$ cat src/rtl/ball_motion_if.sv
// rtl/ball_motion_if.sv - signal bundle between the timing generator and ball_motion (BALL_MOTION_PAUSE_EN adds pause)
interface ball_motion_if #(
    parameter int NUM_BALLS = 2
);
    logic                    v_sync;
`ifdef BALL_MOTION_PAUSE_EN
    logic                    pause;
`endif
    logic [10*NUM_BALLS-1:0] ball_x;
    logic [10*NUM_BALLS-1:0] ball_y;
    logic                    busy;
    logic                    frame_done;
    logic                    missed_tick;

`ifdef BALL_MOTION_PAUSE_EN
    modport master (output v_sync, output pause,
                    input ball_x, input ball_y, input busy, input frame_done, input missed_tick);
    modport slave  (input v_sync, input pause,
                    output ball_x, output ball_y, output busy, output frame_done, output missed_tick);
`else
    modport master (output v_sync,
                    input ball_x, input ball_y, input busy, input frame_done, input missed_tick);
    modport slave  (input v_sync,
                    output ball_x, output ball_y, output busy, output frame_done, output missed_tick);
`endif
endinterface

$ cat src/rtl/ball_motion.sv
// rtl/ball_motion.sv - per-frame ball position update with shadow registers and atomic commit (BALL_MOTION_PAUSE_EN adds pause)
module ball_motion #(
    parameter int NUM_BALLS     = 2,
    parameter int SCREEN_WIDTH  = 800,
    parameter int SCREEN_HEIGHT = 600,
    parameter int BALL_DIM      = 64,
    parameter int SPEED         = 5,
    parameter int START_X       = 150,
    parameter int START_Y       = 100,
    parameter int START_STEP    = 200
) (
    input  logic         clk_50mhz,
    input  logic         reset_n,
    ball_motion_if.slave bus
);
    localparam logic [9:0] MAX_X = 10'(SCREEN_WIDTH - BALL_DIM);
    localparam logic [9:0] MAX_Y = 10'(SCREEN_HEIGHT - BALL_DIM);
    localparam int         IDX_W = (NUM_BALLS > 1) ? $clog2(NUM_BALLS) : 1;

    typedef enum logic [1:0] {S_IDLE, S_UPDATE, S_COMMIT} state_t;

    state_t                  r_state;
    state_t                  w_next;
    logic [IDX_W-1:0]        r_idx;
    logic                    r_vsync_q;
    logic [9:0]              r_sx [NUM_BALLS];
    logic [9:0]              r_sy [NUM_BALLS];
    logic                    r_vx [NUM_BALLS];
    logic                    r_vy [NUM_BALLS];
    logic [10*NUM_BALLS-1:0] r_ball_x;
    logic [10*NUM_BALLS-1:0] r_ball_y;
    logic                    w_tick;
    logic                    w_start;
    logic                    w_last;

    // Returns {new_dir, new_pos}; 11-bit math so pos+SPEED never wraps before the clamp test.
    function automatic logic [10:0] axis_step(input logic [9:0] pos, input logic dir,
                                              input logic [9:0] lim);
        logic [10:0] w_pos;
        w_pos = {1'b0, pos};
        if (dir && (w_pos + 11'(SPEED) >= {1'b0, lim}))
            return {1'b0, lim};
        else if (!dir && (w_pos <= 11'(SPEED)))
            return {1'b1, 10'd0};
        else if (dir)
            return {1'b1, 10'(w_pos + 11'(SPEED))};
        else
            return {1'b0, 10'(w_pos - 11'(SPEED))};
    endfunction

    assign w_tick = r_vsync_q & ~bus.v_sync;
    assign w_last = (r_idx == IDX_W'(NUM_BALLS - 1));
`ifdef BALL_MOTION_PAUSE_EN
    assign w_start = w_tick & ~bus.pause;
`else
    assign w_start = w_tick;
`endif

    always_ff @(posedge clk_50mhz or negedge reset_n) begin
        if (!reset_n) begin
            r_state   <= S_IDLE;
            r_vsync_q <= 1'b1;
        end else begin
            r_state   <= w_next;
            r_vsync_q <= bus.v_sync;
        end
    end

    always_comb begin
        w_next          = r_state;
        bus.busy        = 1'b0;
        bus.frame_done  = 1'b0;
        bus.missed_tick = 1'b0;
        case (r_state)
            S_IDLE: begin
                if (w_start) w_next = S_UPDATE;
            end
            S_UPDATE: begin
                bus.busy        = 1'b1;
                bus.missed_tick = w_tick;
                if (w_last) w_next = S_COMMIT;
            end
            S_COMMIT: begin
                bus.busy        = 1'b1;
                bus.frame_done  = 1'b1;
                bus.missed_tick = w_tick;
                w_next          = S_IDLE;
            end
            default: w_next = S_IDLE;
        endcase
    end

    always_ff @(posedge clk_50mhz or negedge reset_n) begin
        if (!reset_n) begin
            r_idx <= '0;
            for (int i = 0; i < NUM_BALLS; i++) begin
                r_sx[i]              <= 10'(START_X + i * START_STEP);
                r_sy[i]              <= 10'(START_Y);
                r_vx[i]              <= 1'b1;
                r_vy[i]              <= ((i % 2) == 0);
                r_ball_x[10*i +: 10] <= 10'(START_X + i * START_STEP);
                r_ball_y[10*i +: 10] <= 10'(START_Y);
            end
        end else begin
            case (r_state)
                S_IDLE: begin
                    if (w_start) r_idx <= '0;
                end
                S_UPDATE: begin
                    for (int i = 0; i < NUM_BALLS; i++) begin
                        if (r_idx == IDX_W'(i)) begin
                            {r_vx[i], r_sx[i]} <= axis_step(r_sx[i], r_vx[i], MAX_X);
                            {r_vy[i], r_sy[i]} <= axis_step(r_sy[i], r_vy[i], MAX_Y);
                        end
                    end
                    r_idx <= r_idx + IDX_W'(1);
                end
                S_COMMIT: begin
                    // Single-cycle commit keeps the lookup stages from seeing a half-updated set.
                    for (int i = 0; i < NUM_BALLS; i++) begin
                        r_ball_x[10*i +: 10] <= r_sx[i];
                        r_ball_y[10*i +: 10] <= r_sy[i];
                    end
                end
                default: ;
            endcase
        end
    end

    assign bus.ball_x = r_ball_x;
    assign bus.ball_y = r_ball_y;
endmodule

$ cat src/flat_wrapper.sv
// flat-port wrapper written by rule: the top's interface ports become plain ports
module ball_motion_flat 
#(
    parameter int NUM_BALLS     = 2,
    parameter int SCREEN_WIDTH  = 800,
    parameter int SCREEN_HEIGHT = 600,
    parameter int BALL_DIM      = 64,
    parameter int SPEED         = 5,
    parameter int START_X       = 150,
    parameter int START_Y       = 100,
    parameter int START_STEP    = 200
)
  (clk_50mhz, reset_n, bus_v_sync, bus_ball_x, bus_ball_y, bus_busy, bus_frame_done, bus_missed_tick);
  ball_motion_if #(.NUM_BALLS(NUM_BALLS)) bus_i ();
  input  logic clk_50mhz;
  input  logic reset_n;
  input wire logic [$bits(bus_i.v_sync)-1:0] bus_v_sync;
  output wire logic [$bits(bus_i.ball_x)-1:0] bus_ball_x;
  output wire logic [$bits(bus_i.ball_y)-1:0] bus_ball_y;
  output wire logic [$bits(bus_i.busy)-1:0] bus_busy;
  output wire logic [$bits(bus_i.frame_done)-1:0] bus_frame_done;
  output wire logic [$bits(bus_i.missed_tick)-1:0] bus_missed_tick;
  assign bus_i.v_sync = bus_v_sync;
  assign bus_ball_x = bus_i.ball_x;
  assign bus_ball_y = bus_i.ball_y;
  assign bus_busy = bus_i.busy;
  assign bus_frame_done = bus_i.frame_done;
  assign bus_missed_tick = bus_i.missed_tick;
  ball_motion #(.NUM_BALLS(NUM_BALLS), .SCREEN_WIDTH(SCREEN_WIDTH), .SCREEN_HEIGHT(SCREEN_HEIGHT), .BALL_DIM(BALL_DIM), .SPEED(SPEED), .START_X(START_X), .START_Y(START_Y), .START_STEP(START_STEP)) u_core (.clk_50mhz(clk_50mhz), .reset_n(reset_n), .bus(bus_i));
endmodule
$ cat config.mk
export PLATFORM = sky130hd
export DESIGN_NAME = ball_motion_flat
export DESIGN_NICKNAME = d
export VERILOG_FILES = /design/src/rtl/ball_motion_if.sv /design/src/rtl/ball_motion.sv /design/src/flat_wrapper.sv
export SDC_FILE = /design/constraint.sdc
export NUM_CORES = 1
export LEC_CHECK = 0
export CORE_MARGIN = 10
export CORE_UTILIZATION = 59
export DETAILED_ROUTE_END_ITERATION = 6
export HOLD_SLACK_MARGIN = 0.1
export PLACE_DENSITY = 0.81
export SLEW_MARGIN = 10
export SYNTH_ARGS = -nofsm -noshare
export SYNTH_HDL_FRONTEND = slang
export SYNTH_SLANG_ARGS = --single-unit
$ cat constraint.sdc
create_clock -name clk_50mhz -period 3 [get_ports clk_50mhz]
set_input_delay 0.9 -clock clk_50mhz [delete_from_list [all_inputs] [get_ports clk_50mhz]]
set_output_delay 0.9 -clock clk_50mhz [all_outputs]
set_load 0.03 [all_outputs]
==> results of run 1 <==
[power groups by stage]
| stage | logic [mW] | registers [mW] | clock network (mW) |
|---|---|---|---|
| after floorplan | 2.40 | 2.50 | 0 |
| after global placement | 3.25 | 2.55 | 0 |
| after detailed placement | 3.35 | 2.57 | 0 |
| after CTS | 3.36 | 2.55 | 0.867 |
| after global routing | 3.66 | 2.68 | 0.921 |
| final | 3.35 | 2.57 | 0.841 |
[per-layer routing]
layer,share of wire [%],track usage [%],vias to the layer above,wire (µm)
li1,-,-,2149,-
met4,0.56,5.338,0,67
met1,44,23.41,2163,5255
met2,49,29.56,147,5831
met5,0,0,-,0
met3,6.0,3.463,6,709
[Yosys cell counts, types with 5 or more instances]
master and count:
dfrtp_1 52, nand2_1 45, o21ai_0 44, mux2_2 43
clkbuf_1 37, nor2_1 37, dfstp_2 36, a21oi_1 28
nor3_1 27, inv_1 19, ha_1 15, a31oi_1 12
nand3_1 12, nand2b_1 10, xnor2_1 10, a21o_1 8
nand4_1 8, o22ai_1 8, nor4_1 7, nor4b_1 7
o211ai_1 7, and2_1 6, nor3b_1 6, a22oi_1 5
and3_1 5, buf_2 5, o211a_1 5, o311ai_1 5
o31a_1 5
[critical path, cell delays in order, from the launching register on]
cell	delay, ns
dfrtp_1	0.40
inv_1	0.08
ha_1	0.29
clkdlybuf4s50_1	0.67
[cell type report]
cell class	count	area, µm²
clock buffers	10	137.6
clock inverters	6	67.56
fillers	675	2746
inverters	19	71.32
multi-input cells	424	2885
flip-flops and latches	88	2247
well taps	108	135.1
repair buffers	53	515.5
[how the worst max path moves through the flow]
stage / startpoint / to / slack [ns] / cells past startpoint
floorplan: u_core.r_state[0] / bus_missed_tick / 0.47 / 3
global placement: bus_v_sync / bus_missed_tick / 0.37 / 3
detailed placement: bus_v_sync / bus_missed_tick / 0.33 / 3
CTS: u_core.r_state[1] / bus_busy / 0.30 / 3
global route: u_core.r_state[1] / bus_busy / 0.22 / 3
finish: u_core.r_state[1] / bus_busy / 0.31 / 3
[sequential cells by signal (all words and copies together) (netlist names)]
name and count:
u_core.bus.ball_x 20, u_core.bus.ball_y 20, u_core.r_sx 20, u_core.r_sy 20
u_core.r_state 2, u_core.r_vx 2, u_core.r_vy 2, u_core.r_idx 1
u_core.r_vsync_q 1
[metrics by stage]
stage               power (mW)  cell area (µm²)
floorplan                4.905             5396
global placement         5.796             5854
detailed placement       5.915             5854
CTS                      6.777             6060
global route             7.265             6060
finish                   6.758             6060
[logic make-up after synthesis]
| family | count (synthesis) |
|---|---|
| AO/OA/AOI/OAI | 160 |
| XOR/XNOR | 14 |
| adder cells (fa/ha/maj) | 15 |
| buffers and inverters | 67 |
| flip-flops | 88 |
| multiplexers | 46 |
| AND/OR/NAND/NOR | 189 |
==> results.cfg, run 1 <==
[critical_path]
crit_fanout = 3
crit_arrival_ns = 1.79
r2r-start = u_core.r_sy[10]
endpoint_kind = output pin
r2r-end = u_core.r_sy[16]
worstSetupStartpointType = flip-flop
reg2reg_slack_ns = 0.40
reg2reg_depth = 7
worstSetupPathType = reg2out
cp.required_ns = 2.10

[grt]
grt_first_pass_wirelength_um = 19980
antenna_found_initial = 0
grt_overflow_total = 0
track_usage_pct = 17.91
grt_pass1_vias = 4163
grt_max_degree = 47

[sta]
whs_ns = 0.3517
tightest_slew_ns = 0.7964
fin_setup_tns_ns = 0
rsz0062_at_grt = no
final-setup-viol-count = 0
drv_slew = 0
fin_skew_ns = 0.006676
finalCritPeriodShare_pct = 89.68
slew_headroom_pct = 46.42
period_minus_slack_ns = 2.690
final-hold-violation-count = 0
fin_ws_ns = 0.3096
clock.fmax_mhz = 371.7

[synth]
synth_xor_area_share_pct = 2.272
synthMuxAreaShare_pct = 9.529
synth_simple_gate_area_share_pct = 18.59
synthDistinctLibCells = 67
seq_area_frac_synth_pct = 41.64
syn_area_per_cell_um2 = 9.320
ys.flop_type = dfrtp_1
ys_seq_elements = 88
yosysTopAreaCellShare_pct = 24.11
synthCells = 579
yosysTopAreaCell = dfrtp_1
yosysWarnings = 0
synthesis.area_mm2 = 0.005396
synth_fp_nets = 597
synth_edf_count = 0
synth-adder-area-share_pct = 3.478
yosys-top-cells-area = dfrtp_1, dfstp_2, mux2_2
synth_compound_area_share_pct = 19.55
synth_top_family_by_area = compound AO/OA/AOI/OAI gates
async_flop_share_pct = 100.0

[floorplan]
rows = 34
core_area_mm2 = 0.008806
die_w_um = 115.6
die_h_um = 115.6
die-area_mm2 = 0.01337
floorplan.initialDensity_pct = 61.28
ioPinCount = 46

[outcome]
status = finished, final reports clean

[final_layout]
diodes = 0
area_growth_pct = 12.29
fin_nets = 613
utilization_pct = 68.81
fin_cells = 708
final_common_cell = dfrtp_1
drive_gt1_share_pct = 20.00
most-common-layout-cells = dfrtp_1, nand2_1, o21ai_0, mux2_2, clkdlybuf4s50_1

[cts]
cts_tree = done
cts-buffers-inserted = 9
cts_sinks = 88
clk_latency_ns = 0.36
root_buffer = clkbuf_8
cts_resized = 0
clockBufferDepth = 2
htree_num_levels = 3
cts_hold_buf = 0
clkSlewWorstSetupHoldPaths_ns = 0.09
postCtsSetupBuffers = 0

[detailed_routing]
drt-initial-drc-count = 365
drt_pass1_iterations = 5
routed_wirelength_um = 11860
postRouteAntennaNets = 0
vias = 4465
via_per_inst = 6.306
drt-wirelength-per-cell_um = 16.76
drc_errors = 0

[flow_run]
drv_cap = 0

[power_and_ir_drop]
power_per_cell_area_mw_per_mm2 = 1115
intPower_mw = 3.697
peakVddDrop_mv = 0.5681
p_comb_share_pct = 49.6
seqPwrFrac_pct = 38.0
clkPwrFrac_pct = 12.4
p_sw_share_pct = 45.29
power_switching_mw = 3.060
p_leak_nw = 2.446

[place]
portBuffers = 45
gp_congestion = 0.9231
place_hpwl_um = 8310
post-place-ws_ns = 0.3267
place_inst = 692

[hold_path]
hp-class = in2async
(Power assumes the default switching activity.)
==> inputs of run 2 (changes only) <==
- SKIP_CTS_REPAIR_TIMING: unset -> 1
==> results of run 2 <==
The final DEF is identical to that of run 1; final timing and power are the same.
==> inputs of run 3 (changes only) <==
- CORE_UTILIZATION: 59 -> 35
- GPL_TIMING_DRIVEN: unset -> 0
- PLACE_DENSITY: 0.81 -> unset
==> run 3 against run 2 <==
Net effect: design area up 5.6%; highest routed layer unchanged; utilization down 27 points; combinational power up 19%; sequential power down 17%; worst setup slack worse by 0.12 ns; maximum frequency down 4.1%; sequential cell count unchanged; die area up 55%.
==> results.cfg, run 3 (same netlist as run 1, synthesis figures left out) <==
[detailed_routing]
vias = 4639
postRouteAntennaNets = 0
via_per_inst = 5.596
drc_errors = 0
drt-wirelength-per-cell_um = 16.76
drt-initial-drc-count = 526
drt_pass1_iterations = 5
routed_wirelength_um = 13900

[final_layout]
utilization_pct = 42.25
most-common-layout-cells = dfrtp_1, nand2_1, o21ai_0, mux2_2, clkdlybuf4s50_1
drive_gt1_share_pct = 18.25
area_growth_pct = 18.57
fin_nets = 654
final_common_cell = dfrtp_1
diodes = 0
fillers = 1482

[power_and_ir_drop]
p_leak_nw = 2.546
clkPwrFrac_pct = 15.4
intPower_mw = 3.950
peakVddDrop_mv = 0.6681
seqPwrFrac_pct = 29.5
p_comb_share_pct = 55.1
power_switching_mw = 3.278
p_sw_share_pct = 45.36
power_per_cell_area_mw_per_mm2 = 1130

[critical_path]
cp.required_ns = 2.10
reg2reg_slack_ns = 0.30
worstSetupPathType = in2out
reg2reg_depth = 7
crit_path_start = bus_v_sync
r2r-start = u_core.r_sx[0]
crit_fanout = 4
worstSetupStartpointType = input pin
r2r-end = u_core.r_sx[4]
crit_arrival_ns = 1.91
endpoint = bus_missed_tick
endpoint_kind = output pin

[floorplan]
die_w_um = 144.2
ioPinCount = 46
floorplan.initialDensity_pct = 35.63
die_h_um = 144.2
die-area_mm2 = 0.02079
core_area_mm2 = 0.01515
rows = 45

[sta]
rsz0062_at_grt = no
tightest_slew_ns = 0.8802
final-setup-viol-count = 0
clock.fmax_mhz = 356.3
period_minus_slack_ns = 2.806
fin_skew_ns = 0.004441
drv_slew = 0
finalCritPeriodShare_pct = 93.54
final-hold-violation-count = 0
fin_ws_ns = 0.1938
fin_setup_tns_ns = 0
slew_headroom_pct = 40.78

[grt]
track_usage_pct = 13.83
grt_max_degree = 60
grt_overflow_total = 0
antenna_found_initial = 0
grt_first_pass_wirelength_um = 23270
grt_pass1_vias = 4557

[place]
place_hpwl_um = 9795
gp_congestion = 0.8810
post-place-ws_ns = -0.2292
portBuffers = 45

[cts]
root_buffer = clkbuf_16
cts_tree = done
clockBufferDepth = 2
htree_num_levels = 3
cts-buffers-inserted = 9
clkSlewWorstSetupHoldPaths_ns = 0.07
cts_sinks = 88
clk_latency_ns = 0.35

[hold_path]
hp-class = in2async

[outcome]
status = finished, final reports clean

[flow_run]
drv_cap = 0
==> run 3: cell types whose count changed in the layout (fill, tap and decap cells not counted), moves of 4 or more <==
cell       before  now
buf_2           0    5
clkbuf_1        0   37
buf_1           0    4
clkbuf_16       0    9
clkbuf_8       10    1
buf_4          10    1
==> run 3: worst max-delay path: stages <==
cell and delay, ns:
clkdlybuf4s50_1 0.49, nor3b_1 0.19, dlymetal6s2s_1 0.32
==> run 3: power groups by stage <==
stage               Sequential, mW  Combinational [mW]  Clock (mW)
floorplan                     2.50                2.40           0
global placement              2.14                3.89           0
detailed placement            2.16                3.96           0
CTS                           2.14                3.98        1.14
global route                  2.21                4.37        1.20
finish                        2.13                3.98        1.11
==> run 3: how the worst min path moves through the flow <==
stage	from	endpoint	cells after the start
after floorplan	u_core.r_state[0]	u_core.r_state[0]	1
after global placement	u_core.bus.ball_y[4]	u_core.bus.ball_y[4]	1
after detailed placement	u_core.bus.ball_y[7]	u_core.bus.ball_y[7]	1
after CTS	reset_n	u_core.r_sx[18]	1
after global routing	reset_n	u_core.r_sx[18]	1
final	reset_n	u_core.r_sx[16]	1
==> run 3: layout make-up <==
cell class | count | area, µm² | area share (%)
multi-input combinational | 424 | 2883 | 45.05
inverter | 19 | 71.32 | 1.115
timing repair buffer | 46 | 478.0 | 7.470
buffer | 48 | 195.2 | 3.050
clock inverter | 6 | 50.05 | 0.7822
sequential | 88 | 2247 | 35.12
tap | 188 | 235.2 | 3.676
clock buffer | 10 | 239.0 | 3.735
==> run 3: routing by layer <==
layer	wire length [µm]	global-route usage (%)	vias to the layer above
met5	0	0	-
met4	219	4.096	0
met3	636	3.542	17
met2	6969	22.91	126
met1	6071	17.33	2261
li1	-	-	2235
==> run 3: stage by stage <==
step / hold WS, ns / cell area, µm² / total power, mW / cells
global route: 0.4923 / 6399 / 7.785 / 829
detailed placement: 0.4945 / 6107 / 6.122 / 813
floorplan: 0.4890 / 5396 / 4.905 / 579
finish: 0.4769 / 6399 / 7.228 / 829
global placement: 0.4935 / 6082 / 6.032 / 812
CTS: 0.4774 / 6396 / 7.268 / 829
